### src/rtl/xil_pkg.sv
// Shared constants and types for the BRAM port controller and its response FIFO.
package xil_pkg;

    localparam int unsigned CREDIT_MAX = 3;
    localparam int unsigned DEF_SIZE   = 1024;
    localparam int unsigned DEF_WIDTH  = 256;

    // Request record at the default geometry; other instances carry the same fields as
    // separate ports sized by their own SIZE/WIDTH.
    typedef struct packed {
        logic                        we;
        logic [$clog2(DEF_SIZE)-1:0] addr;
        logic [DEF_WIDTH-1:0]        wdata;
    } bram_req_t;

    function automatic logic [1:0] ptr_next(input logic [1:0] p);
        return (p == 2'(CREDIT_MAX - 1)) ? 2'd0 : p + 2'd1;
    endfunction

    function automatic logic credit_avail(input logic [1:0] occ, input logic inflight);
        return ({1'b0, occ} + {2'b00, inflight}) < 3'(CREDIT_MAX);
    endfunction

endpackage

### src/rtl/bram_rsp_fifo.sv
// Three-entry response FIFO with occupancy count and modulo-3 head/tail pointers.
module bram_rsp_fifo
    import xil_pkg::*;
#(
    parameter int unsigned WIDTH = 256
) (
    input  logic             clk,
    input  logic             rst,
    input  logic             push,
    input  logic [WIDTH-1:0] push_data,
    input  logic             pop,
    output logic [WIDTH-1:0] head_data,
    output logic             not_empty,
    output logic [1:0]       count
);

    logic [WIDTH-1:0] mem [CREDIT_MAX];
    logic [1:0]       wr_ptr;
    logic [1:0]       rd_ptr;
    logic [1:0]       count_q;
    logic             do_pop;

    assign do_pop = pop && (count_q != 2'd0);

    always_ff @(posedge clk) begin
        if (push) begin
            mem[wr_ptr] <= push_data;
        end
    end

    always_ff @(posedge clk) begin
        if (rst) begin
            wr_ptr  <= 2'd0;
            rd_ptr  <= 2'd0;
            count_q <= 2'd0;
        end else begin
            if (push) begin
                wr_ptr <= ptr_next(wr_ptr);
            end
            if (do_pop) begin
                rd_ptr <= ptr_next(rd_ptr);
            end
            case ({push, do_pop})
                2'b10:   count_q <= count_q + 2'd1;
                2'b01:   count_q <= count_q - 2'd1;
                default: count_q <= count_q;
            endcase
        end
    end

    assign head_data = mem[rd_ptr];
    assign not_empty = (count_q != 2'd0);
    assign count     = count_q;

    // The upstream credit rule must make this unreachable.
    assert property (@(posedge clk) disable iff (rst) !(push && count_q == 2'(CREDIT_MAX)));

endmodule

### src/rtl/bram_port_ctrl.sv
// Request/response wrapper around one registered BRAM port with credit-based flow control.
module bram_port_ctrl
    import xil_pkg::*;
#(
    parameter int unsigned SIZE          = 1024,
    parameter int unsigned WIDTH         = 256,
    parameter bit          RESP_ON_WRITE = 1'b0
) (
    input  logic                    clk,
    input  logic                    rst,
    input  logic                    req_valid,
    output logic                    req_ready,
    input  logic                    req_we,
    input  logic [$clog2(SIZE)-1:0] req_addr,
    input  logic [WIDTH-1:0]        req_wdata,
    output logic                    rsp_valid,
    input  logic                    rsp_ready,
    output logic [WIDTH-1:0]        rsp_data,
    output logic                    bram_en,
    output logic                    bram_we,
    output logic [$clog2(SIZE)-1:0] bram_addr,
    output logic [WIDTH-1:0]        bram_di,
    input  logic [WIDTH-1:0]        bram_do
);

    logic       inflight;
    logic [1:0] occ;
    logic       accept;
    logic       responding;
    logic       fifo_not_empty;

    // Depends only on registered state and rst, never on rsp_ready.
    assign req_ready  = !rst && credit_avail(occ, inflight);
    assign accept     = req_valid && req_ready;
    assign responding = !req_we || RESP_ON_WRITE;

    assign bram_en   = accept;
    assign bram_we   = req_we && accept;
    assign bram_addr = req_addr;
    assign bram_di   = req_wdata;

    always_ff @(posedge clk) begin
        if (rst) begin
            inflight <= 1'b0;
        end else begin
            inflight <= accept && responding;
        end
    end

    bram_rsp_fifo #(
        .WIDTH (WIDTH)
    ) u_rsp_fifo (
        .clk       (clk),
        .rst       (rst),
        .push      (inflight),
        .push_data (bram_do),
        .pop       (rsp_ready),
        .head_data (rsp_data),
        .not_empty (fifo_not_empty),
        .count     (occ)
    );

    assign rsp_valid = fifo_not_empty && !rst;

endmodule

### config.mk
export PLATFORM = sky130hd
export DESIGN_NAME = bram_port_ctrl
export DESIGN_NICKNAME = d
export VERILOG_FILES = /design/src/rtl/xil_pkg.sv /design/src/rtl/bram_rsp_fifo.sv /design/src/rtl/bram_port_ctrl.sv
export SDC_FILE = /design/constraint.sdc
export NUM_CORES = 1
export LEC_CHECK = 0
export BUFFER_PORTS_ARGS = -buffer_cell sky130_fd_sc_hd__buf_2
export CAP_MARGIN = 20
export CORE_AREA = 2 2 410 412
export CTS_BUF_LIST = sky130_fd_sc_hd__clkbuf_8
export DETAILED_ROUTE_END_ITERATION = 8
export DIE_AREA = 0 0 412 414
export MAX_ROUTING_LAYER = met4
export PLACE_DENSITY = 0.38
export RECOVER_POWER = 25
export SYNTH_ARGS = -nofsm -noshare
export SYNTH_HDL_FRONTEND = slang
export SYNTH_SLANG_ARGS = --single-unit
### constraint.sdc
create_clock -name clk -period 28.3 [get_ports clk]
set_input_delay 4.245 -clock clk [delete_from_list [all_inputs] [get_ports clk]]
set_output_delay 4.245 -clock clk [all_outputs]
set_load 0.005 [all_outputs]
==> flow_metrics.env <==
export IMPL_synth_ff_type="edfxtp_1"
export IMPL_grt_pass1_vias=16849
export IMPL_ir_worst_vdd_v=0.0000492
export IMPL_slowest_stage="a211oi_2"
export IMPL_syn_nets=2460
export IMPL_worstMarginPinSlew_ps=8680
export IMPL_place_hpwl_mm=101
export IMPL_finalHoldViolations=0
export IMPL_p_int_mw=1.96
export IMPL_h_tree_depth=4
export IMPL_cts_clk_slew_worst_paths_ps=60
export IMPL_clock_sinks=777
export IMPL_area_delta_synth_final_pct=18.8
export IMPL_nets=2799
export IMPL_yosysMostFrequentCell="edfxtp_1"
export IMPL_num_vias=16809
export IMPL_cp_start_kind="input port"
export IMPL_violations="capacitance limit, slew limit"
export IMPL_synth_area_top_cells="edfxtp_1 75%, mux2i_1 8.3%, buf_4 6.5%, o21ai_0 3.4%, nand2_1 3.1%"
export IMPL_hold_class="flip-flop to flip-flop"
export IMPL_clock_skew_ps=49.7
export IMPL_syn_avg_cell_area_um2=16.0
export IMPL_final_cells=4627
export IMPL_drive_gt1_frac=0.303
export IMPL_antenna_found_initial=54
export IMPL_ys_ff_latch=777
export IMPL_synth_commonest_cells="768 x edfxtp_1, 268 x buf_4, 259 x nand2_1"
export IMPL_power_clock_fraction=0.414
export IMPL_critPathKind="input port to output pin"
export IMPL_grt_usage=0.152
export IMPL_wl_mm=130
export IMPL_synth_top_area_share=0.746
export IMPL_hold_buffers=0
export IMPL_num_rows=150
export IMPL_cp_arrival_ps=4890
export IMPL_critPathMaxFanout=8
export IMPL_place_inst=4324
export IMPL_holdPathStages=2
export IMPL_async_flop_share=0
export IMPL_grt_overflow=0
export IMPL_power_leakage_nw=11.9
export IMPL_drc=0
export IMPL_hp_start="u_rsp_fifo.rd_ptr[0]"
export IMPL_synth_distinct_cells=27
export IMPL_cts_resized=0
export IMPL_post_cts_buffers=0
export IMPL_reg2regPathDepth=2
export IMPL_cts_root_buf="clkbuf_8"
export IMPL_rr_endpoint="u_rsp_fifo.mem[1][152]"
export IMPL_syn_inst=1930
export IMPL_crit_chain="buf_2, a211oi_2, and3_1, buf_2"
export IMPL_die_h_um=414
export IMPL_finalSetupViolCount=0
export IMPL_yosysWarnings=0
export IMPL_rrSetupSlack_ps=19850
export IMPL_synth_top_area_cell="edfxtp_1"
export IMPL_routedWlPerCell_um=28.1
export IMPL_finalCritPeriodShare=0.323
export IMPL_critical_path_required_ps=24050
export IMPL_io_buffers=520
export IMPL_insertion_delay_ps=870
export IMPL_grt_max_degree=125
export IMPL_cts_buffer_depth=3
export IMPL_setup_tns_ps=0
export IMPL_rsz0062_at_grt="no"
export IMPL_syn_area_um2=30900
export IMPL_cts_made_buffers=147
export IMPL_yosysSeqAreaShare=0.752
export IMPL_drtPass1Iterations=4
export IMPL_max_freq_ghz=0.109
export IMPL_drtIter0Drc=976
export IMPL_crit_top_cell="buf_2"
export IMPL_r2r_start="inflight"
export IMPL_synth_edf_count=768
export IMPL_ioPinCount=1053
export IMPL_outcome="finished with violations"
export IMPL_pwr_share_seq=0.499
export IMPL_switching_power_mw=0.639
export IMPL_power_frac_comb=0.087
export IMPL_power_density_nw_per_um2=70.6
export IMPL_vias_per_cell=3.63
export IMPL_power_mw=2.59
export IMPL_path_delay_family="buffers and inverters"
export IMPL_die_width_um=412
export IMPL_ant_nets=0
export IMPL_stdcell_area_um2=36700
export IMPL_worst_path_buf_inv=2
export IMPL_cp_end_kind="output pin"
export IMPL_grt_first_pass_wirelength_mm=166
export IMPL_period_minus_slack_ps=9140
export IMPL_finalMaxSlewViolations=541
export IMPL_place_area_um2=33900
export IMPL_relSlewSlack=-4.79
export IMPL_dieArea_um2=171000
export IMPL_core_um2=166000
export IMPL_cts_tree="built"
export IMPL_slowest_delay_ps=210
export IMPL_gp_congestion=0.991
export IMPL_p_sw_frac=0.246
export IMPL_maxCapViolCount=8
export IMPL_initial_core_util=0.186
==> logic make-up (layout without fill, tap and decap cells) <==
family | after synthesis | after routing | share of synthesized area
AO/OA/AOI/OAI | 264 | 264 | 0.0431
buffers and inverters | 355 | 814 | 0.0863
AND/OR/NAND/NOR | 273 | 273 | 0.0340
adder cells (fa/ha/maj) | 3 | 3 | 0.00121
other | 0 | 34 | 0
multiplexers | 256 | 256 | 0.0829
flip-flops | 777 | 777 | 0.752
XOR/XNOR | 2 | 2 | 0.000567
==> metrics by stage <==
step,utilization,hold WS [ps],setup WS (ps)
after detailed placement,0.204,472,19160
after global routing,0.221,533,18860
after global placement,0.204,475,19130
after floorplan,-,454,8760
final,0.221,466,19160
after CTS,0.221,477,19160
==> worst max path at each step <==
stage          slack (ps)                endpoint  depth (start not counted)  startpoint
2_1_floorplan        8760    u_rsp_fifo.wr_ptr[0]                          3    inflight
3_3_place_gp        19130                 bram_we                          4         rst
3_5_place_dp        19160                 bram_we                          4         rst
4_1_cts             19160                 bram_we                          4         rst
5_1_grt             18860  u_rsp_fifo.mem[1][152]                          2    inflight
6_report            19160                 bram_we                          4         rst
==> tightest hold or removal path, delay by kind of cell (launching register included) <==
kind | cells | cell delay (ps)
compound gates | 1 | 60
flops | 1 | 320
simple gates | 1 | 60
==> flip-flops by register name, indices dropped and copies added, names as in the netlist, named ones only <==
| register | count |
|---|---|
| inflight | 1 |
| u_rsp_fifo.rd_ptr | 2 |
| u_rsp_fifo.wr_ptr | 2 |
| u_rsp_fifo.count | 2 |
| u_rsp_fifo.mem | 768 |
==> layout make-up <==
type	count	area (um2)
clock buffers	150	2060
inverters	2	7.51
clock inverters	119	787
well taps	2204	2760
fillers	17785	130000
repair buffers	543	2770
multi-input cells	798	5000
flip-flops and latches	777	23200
diodes	34	85.1
==> per-layer routing <==
metal | wire length (um) | track usage
met1 | 33500 | 0.108
met2 | 63700 | 0.250
met3 | 29500 | 0.155
met4 | 3490 | 0.0437
met5 | 0 | -
==> placed cells by master (no fill, tap or decap) <==
master	Yosys	layout
xnor2_1	1	1
ha_1	3	3
mux2i_1	256	256
clkbuf_8	0	150
bufinv_16	0	9
buf_12	2	2
inv_12	0	2
nor2b_1	2	2
buf_2	16	520
o21ba_2	1	1
a21oi_1	4	4
inv_6	0	2
dfxtp_4	0	2
xor2_1	1	1
dfxtp_1	9	7
o21ai_1	49	49
diode_2	0	34
and3b_1	1	1
nor2_1	5	5
nand2_1	259	259
or3b_1	1	1
clkinv_2	0	12
clkbuf_1	42	7
inv_1	2	53
buf_4	268	14
and2_1	1	1
and3_1	1	1
clkinvlp_4	0	5
clkinv_1	0	34
a211oi_2	1	1
or3_1	2	2
o21ai_0	209	209
edfxtp_1	768	768
clkinv_8	0	1
inv_8	0	3
nor3_1	1	1
==> power by group through the flow <==
stage | Clock (mW) | Sequential, mW | Combinational (mW)
final | 1.08 | 1.29 | 0.225
after CTS | 1.12 | 1.29 | 0.233
after global routing | 1.17 | 1.30 | 0.246
after global placement | 0 | 1.32 | 0.232
after detailed placement | 0 | 1.32 | 0.232
after floorplan | 0 | 1.32 | 0.153
No activity file was read; power rests on OpenSTA's default activity.
